$ cat src/rtl/sockit_spi_xip.sv
// sockit_spi_xip
//
// Execute-in-place read sequencer for the SPI serializer. A 24-bit flash read
// request is turned into a run of serializer command-queue words (command,
// address, optional dummy, data, chip-select hold); the input-queue words that
// come back are gathered into one 32-bit response.
//
// Ports
//   spi_sclk          clock, all state on the rising edge
//   rst               asynchronous active-high reset
//   cfg_mod           read mode: 0 read 0x03, 1 fast read 0x0B,
//                     2 quad-output read 0x6B, 3 behaves as 0
//   cfg_hld           chip-select-high cycles after a transaction, minus 1
//   req_vld/adr/rdy   read request handshake, 24-bit byte address
//   rsp_vld/dat/rdy   read response handshake, first received byte in [7:0]
//   quo_vld/ctl/dat   serializer command queue
//                     ctl = {cnt[SDL-1:0], lst, iom[1:0], die, doe, ss, ce}
//   quo_rdy           serializer command queue ready
//   qui_vld/ctl/dat   serializer input queue, ctl = {new, lst, iom[1:0]}
//   qui_rdy           input queue ready
//   bsy               sequencer active or response collection pending
module sockit_spi_xip #(
  parameter int unsigned SDW = 8,
  parameter int unsigned SDL = 3,
  parameter int unsigned QCO = SDL + 7,
  parameter int unsigned QCI = 4,
  parameter int unsigned QDW = 4 * SDW
) (
  input  logic           spi_sclk,
  input  logic           rst,
  input  logic [1:0]     cfg_mod,
  input  logic [SDL-1:0] cfg_hld,
  input  logic           req_vld,
  input  logic [23:0]    req_adr,
  output logic           req_rdy,
  output logic           rsp_vld,
  output logic [31:0]    rsp_dat,
  input  logic           rsp_rdy,
  output logic           quo_vld,
  output logic [QCO-1:0] quo_ctl,
  output logic [QDW-1:0] quo_dat,
  input  logic           quo_rdy,
  input  logic           qui_vld,
  input  logic [QCI-1:0] qui_ctl,
  input  logic [QDW-1:0] qui_dat,
  output logic           qui_rdy,
  output logic           bsy
);

  typedef enum logic [2:0] {
    IDLE, CMD, AD2, AD1, AD0, DUM, DAT, HLD
  } state_t;

  // Command-queue control words (cnt = 7, i.e. 8 clocks per word).
  localparam logic [QCO-1:0] CTL_OUT  = 10'h397;  // single lane drive
  localparam logic [QCO-1:0] CTL_DUM  = 10'h393;  // clocks only
  localparam logic [QCO-1:0] CTL_RD   = 10'h39B;  // single lane capture
  localparam logic [QCO-1:0] CTL_RDL  = 10'h3DB;  // single capture, last
  localparam logic [QCO-1:0] CTL_QRDL = 10'h3FB;  // quad capture, last

  localparam logic [1:0] MOD_READ = 2'd0;
  localparam logic [1:0] MOD_FAST = 2'd1;
  localparam logic [1:0] MOD_QUAD = 2'd2;

  localparam logic [1:0] IOM_SINGLE = 2'b01;
  localparam logic [1:0] IOM_QUAD   = 2'b11;

  state_t      state;
  logic [1:0]  mod;      // mode frozen at request acceptance
  logic [23:0] adr;
  logic [1:0]  dat_cnt;  // single-mode data word index

  logic        col_act;
  logic [1:0]  col_cnt;
  logic [31:0] col_dat;
  logic [31:0] col_nxt;
  logic [31:0] quad_word;

  logic        req_fire;
  logic        quo_fire;
  logic        qui_fire;
  logic        qui_lst;
  logic [1:0]  qui_iom;
  logic        unused;

  // ---------------------------------------------------------------------------
  // Handshakes
  // ---------------------------------------------------------------------------
  assign req_rdy  = (state == IDLE) & ~rsp_vld & ~col_act;
  assign quo_vld  = (state != IDLE);
  assign qui_rdy  = ~rsp_vld;
  assign bsy      = (state != IDLE) | col_act;

  assign req_fire = req_vld & req_rdy;
  assign quo_fire = quo_vld & quo_rdy;
  assign qui_fire = qui_vld & qui_rdy;

  assign qui_lst  = qui_ctl[2];
  assign qui_iom  = qui_ctl[1:0];
  assign unused   = qui_ctl[3];

  // ---------------------------------------------------------------------------
  // Sequencer
  // ---------------------------------------------------------------------------
  always_ff @(posedge spi_sclk or posedge rst) begin
    if (rst) begin
      state   <= IDLE;
      mod     <= MOD_READ;
      adr     <= '0;
      dat_cnt <= '0;
    end else begin
      case (state)
        IDLE: begin
          if (req_fire) begin
            adr     <= req_adr;
            mod     <= (cfg_mod == 2'd3) ? MOD_READ : cfg_mod;
            dat_cnt <= '0;
            state   <= CMD;
          end
        end
        CMD: if (quo_fire) state <= AD2;
        AD2: if (quo_fire) state <= AD1;
        AD1: if (quo_fire) state <= AD0;
        AD0: if (quo_fire) state <= (mod == MOD_READ) ? DAT : DUM;
        DUM: if (quo_fire) state <= DAT;
        DAT: begin
          if (quo_fire) begin
            if (mod == MOD_QUAD || dat_cnt == 2'd3) begin
              dat_cnt <= '0;
              state   <= HLD;
            end else begin
              dat_cnt <= dat_cnt + 2'd1;
            end
          end
        end
        HLD: if (quo_fire) state <= IDLE;
        default: state <= IDLE;
      endcase
    end
  end

  // Queue word is decoded from state so it stays stable while quo_rdy is low.
  always_comb begin
    quo_ctl = '0;
    quo_dat = '0;
    case (state)
      CMD: begin
        quo_ctl = CTL_OUT;
        case (mod)
          MOD_FAST: quo_dat[SDW-1:0] = 8'h0B;
          MOD_QUAD: quo_dat[SDW-1:0] = 8'h6B;
          default:  quo_dat[SDW-1:0] = 8'h03;
        endcase
      end
      AD2: begin
        quo_ctl          = CTL_OUT;
        quo_dat[SDW-1:0] = adr[23:16];
      end
      AD1: begin
        quo_ctl          = CTL_OUT;
        quo_dat[SDW-1:0] = adr[15:8];
      end
      AD0: begin
        quo_ctl          = CTL_OUT;
        quo_dat[SDW-1:0] = adr[7:0];
      end
      DUM: quo_ctl = CTL_DUM;
      DAT: begin
        if (mod == MOD_QUAD)      quo_ctl = CTL_QRDL;
        else if (dat_cnt == 2'd3) quo_ctl = CTL_RDL;
        else                      quo_ctl = CTL_RD;
      end
      HLD: quo_ctl = {cfg_hld, 7'h10};
      default: begin
        quo_ctl = '0;
        quo_dat = '0;
      end
    endcase
  end

  // ---------------------------------------------------------------------------
  // Collector
  // ---------------------------------------------------------------------------
  // Quad capture interleaves nibbles over the four lanes: each received bit
  // pair (two clocks) across lanes 3..0 forms one byte, earliest byte first.
  for (genvar j = 0; j < 4; j++) begin : g_quad
    assign quad_word[j*8 +: 8] = {
      qui_dat[3*SDW + 7 - 2*j], qui_dat[2*SDW + 7 - 2*j],
      qui_dat[1*SDW + 7 - 2*j], qui_dat[0*SDW + 7 - 2*j],
      qui_dat[3*SDW + 6 - 2*j], qui_dat[2*SDW + 6 - 2*j],
      qui_dat[1*SDW + 6 - 2*j], qui_dat[0*SDW + 6 - 2*j]
    };
  end

  always_comb begin
    col_nxt = col_dat;
    if (qui_iom == IOM_QUAD) begin
      col_nxt = quad_word;
    end else if (qui_iom == IOM_SINGLE) begin
      case (col_cnt)
        2'd0:    col_nxt[7:0]   = qui_dat[2*SDW-1:SDW];
        2'd1:    col_nxt[15:8]  = qui_dat[2*SDW-1:SDW];
        2'd2:    col_nxt[23:16] = qui_dat[2*SDW-1:SDW];
        default: col_nxt[31:24] = qui_dat[2*SDW-1:SDW];
      endcase
    end
  end

  // Bytes are assembled in col_dat and copied to rsp_dat only on the last
  // word, so rsp_dat keeps the previous response during the next collection.
  always_ff @(posedge spi_sclk or posedge rst) begin
    if (rst) begin
      col_act <= 1'b0;
      col_cnt <= '0;
      col_dat <= '0;
      rsp_vld <= 1'b0;
      rsp_dat <= '0;
    end else begin
      if (req_fire) begin
        col_act <= 1'b1;
        col_cnt <= '0;
        col_dat <= '0;
      end
      if (rsp_vld && rsp_rdy) begin
        rsp_vld <= 1'b0;
      end
      if (qui_fire && col_act) begin
        col_dat <= col_nxt;
        if (qui_iom == IOM_SINGLE) begin
          col_cnt <= col_cnt + 2'd1;
        end
        if (qui_lst) begin
          rsp_vld <= 1'b1;
          rsp_dat <= col_nxt;
          col_act <= 1'b0;
          col_cnt <= '0;
        end
      end
    end
  end

endmodule

$ cat config.mk
export PLATFORM = sky130hd
export DESIGN_NAME = sockit_spi_xip
export DESIGN_NICKNAME = d
export VERILOG_FILES = /design/src/rtl/sockit_spi_xip.sv
export SDC_FILE = /design/constraint.sdc
export NUM_CORES = 1
export LEC_CHECK = 0
export CORE_MARGIN = 1
export CORE_UTILIZATION = 45
export CTS_BUF_LIST = sky130_fd_sc_hd__clkbuf_8
export CTS_CLUSTER_SIZE = 20
export DETAILED_ROUTE_END_ITERATION = 16
export PLACE_DENSITY = 0.82
export SLEW_MARGIN = 10
export SYNTH_ARGS = -nofsm -noshare
export SYNTH_HDL_FRONTEND = slang
export SYNTH_SLANG_ARGS = --single-unit
$ cat constraint.sdc
create_clock -name spi_sclk -period 3 [get_ports spi_sclk]
set_input_delay 0.45 -clock spi_sclk [delete_from_list [all_inputs] [get_ports spi_sclk]]
set_output_delay 0.45 -clock spi_sclk [all_outputs]
set_load 0.01 [all_outputs]
==> results of run 1 <==
[cell usage in the layout (no fill, tap or decap), drive strengths merged, types with 14 or more instances in the layout]
master / n
nand2: 65
nand4bb: 21
dfrtp: 99
o21ai: 34
buf: 14
mux2: 24
o22ai: 36
clkdlybuf4s50: 124
o221ai: 31
conb: 24
[routing by layer]
| layer | vias to the layer above | track usage (%) | routed length, um |
|---|---|---|---|
| met5 | - | 0 | 0 |
| met4 | 0 | 8.476 | 107 |
| met3 | 10 | 3.794 | 885 |
| met2 | 176 | 37.74 | 6268 |
| met1 | 1995 | 29.01 | 5616 |
| li1 | 1947 | - | - |
[final cells by class]
type | count | area, sq um | area share [%]
clock buffers | 10 | 137.6 | 2.076
clock inverters | 6 | 56.30 | 0.8492
inverters | 9 | 37.54 | 0.5661
multi-input cells | 329 | 2362 | 35.63
flip-flops and latches | 99 | 2477 | 37.37
well taps | 140 | 175.2 | 2.642
repair buffers | 138 | 1384 | 20.87
[flip-flops by register name, indices dropped and copies added (netlist names)]
register  flops
col_act       1
adr          24
col_cnt       2
mod           2
rsp_dat      32
rsp_vld       1
state         3
dat_cnt       2
col_dat      32
[final timing paths]
kind	startpoint	end	slack, ns	cells past startpoint
setup / recovery	state[2]	quo_dat[5]	0.19	4
hold / removal	rsp_dat[12]	rsp_dat[12]	0.49	2
setup reg to reg	state[1]	col_dat[23]	0.66	4
hold reg to reg	rsp_dat[12]	rsp_dat[12]	0.49	2
max in group asynchronous	rst	col_dat[8]	1.80	3
min in group asynchronous	rst	state[0]	0.56	2
[critical path, stage by stage, from the launching register on]
cell             delay (ns)
dfrtp_1                0.63
nor2b_1                0.43
a22oi_1                0.18
o22ai_1                0.19
clkdlybuf4s50_1        0.58
[per-stage QoR]
| step | cell area [sq um] | util [%] | hold WS, ns |
|---|---|---|---|
| 3_5_place_dp | 6436 | 58.35 | 0.4710 |
| 5_1_grt | 6630 | 60.11 | 0.5069 |
| 2_1_floorplan | 5295 | - | 0.4584 |
| 4_1_cts | 6630 | 60.11 | 0.4920 |
| 3_3_place_gp | 6436 | 58.35 | 0.4593 |
| 6_report | 6630 | 60.11 | 0.4901 |
[power by group]
group	internal (mW)	switching (mW)	total (mW)
sequential	1.94	0.437	2.37
clock	0.402	0.454	0.856
combinational	1.47	1.22	2.69
total	3.80	2.11	5.92
[cell families (layout without fill, tap and decap cells)]
| logic type | Yosys count | after routing | share of synthesized area, % |
|---|---|---|---|
| AO/OA/AOI/OAI | 132 | 132 | 17.38 |
| AND/OR/NAND/NOR | 131 | 131 | 15.79 |
| flip-flops | 99 | 99 | 47.60 |
| buffers and inverters | 72 | 163 | 8.702 |
| multiplexers | 33 | 33 | 8.365 |
| adder cells (fa/ha/maj) | 8 | 8 | 1.923 |
| other | 1 | 24 | 0.07205 |
| XOR/XNOR | 1 | 1 | 0.1683 |
==> flow_summary.json, run 1 <==
{
  "power_density_nw_per_um2": 892.7,
  "grt_pass1_wl_um": 20680,
  "htree_num_levels": 3,
  "end_kind": "output port",
  "synth_edf_count": 0,
  "clock.fmax_mhz": 356.0,
  "rsz0062_at_grt": "false",
  "antenna_cells": 0,
  "dp_hpwl_um": 9173,
  "synth_top_area_share_pct": 47.60,
  "synth_seq_cells": 99,
  "cts_buffers": 9,
  "syn_area_sq_um": 5205,
  "initial_utilization_pct": 47.19,
  "wire_per_inst_um": 17.62,
  "layout-drive-gt1-share_pct": 9.645,
  "gp_congestion": 0.8054,
  "cts_sinks": 99,
  "cts_buffer_depth": 2,
  "finalHoldViolations": 0,
  "vias": 4128,
  "crit_arrival_ns": 2.36,
  "io_pins": 150,
  "skew_ns": 0.01085,
  "total_power_mw": 5.919,
  "clkLatencyLatePin_ns": 0.36,
  "avgSynthCellArea_sq_um": 10.91,
  "instances_no_fill": 731,
  "grt_usage_pct": 22.45,
  "slew_viol_final": 0,
  "vdd.ir_drop.worst_v": 0.0005786,
  "drc": 0,
  "io_buffers": 124,
  "die_w_um": 109.6,
  "grt.overflow.total": 0,
  "worst_slack_ns": 0.1909,
  "synth-async-reset-ratio_pct": 100.0,
  "nets": 665,
  "fillers": 938,
  "cts.repair.resized": 0,
  "tightestPinTransition_ns": 0.7538,
  "dr.first_iter.drc_count": 227,
  "drtAntennaViolNets": 0,
  "leakage_nw": 2.788,
  "ys_top_cells_by_count": "99 x dfrtp_1, 65 x nand2_1, 36 x o22ai_1",
  "synth.largest_area_cell": "dfrtp_1",
  "synthFlopType": "dfrtp_1",
  "setup_tns_ns": 0,
  "finalCritPeriodShare_pct": 93.64,
  "max_cap_viol_count": 0,
  "ys_types": 48,
  "dp_slack_ns": 0.6089,
  "yosys.cell_count.top_type": "dfrtp_1",
  "setup_viol": 0,
  "yosysSeqAreaShare_pct": 47.60,
  "hold_class": "flop to flop",
  "cts_hold_buffers": 0,
  "wirelength_um": 12880,
  "syn_inst": 477,
  "slew_headroom_pct": 49.59,
  "root_buffer": "clkbuf_8",
  "grt_pass1_vias": 4199,
  "yosysWarnings": 0,
  "dp_cells": 715,
  "die_y_um": 109.6,
  "setup.worst_path.start_class": "flop",
  "grt_max_degree": 45,
  "num_rows": 38,
  "syn_to_final_growth_pct": 27.38,
  "crit_type": "flop to output port",
  "status": "completed",
  "avgViaCountPerCell": 5.647,
  "die-area_sq_um": 12000,
  "dr.pass1.iters": 4,
  "required_ns": 2.55,
  "antenna_found_initial": 0,
  "coreArea_sq_um": 11030,
  "cts.reportedPaths.clkPinSlew_ns": 0.10,
  "worstPathMaxFanout": 14,
  "synth_area_leaders": "dfrtp_1 48%, mux2_4 5.8%, o221ai_1 5.2%, nand2_1 4.7%, nand4bb_1 4.5%",
  "cts_setup_buffers": 0,
  "fin_crit_ns": 2.809,
  "cts_tree": "done"
}
No activity file was read; power rests on OpenSTA's default activity.
==> run 2: changes to the inputs <==
SLEW_MARGIN = not set   (was 10)
==> results of run 2 <==
No change in the layout: final DEF, timing and power equal those of run 1.
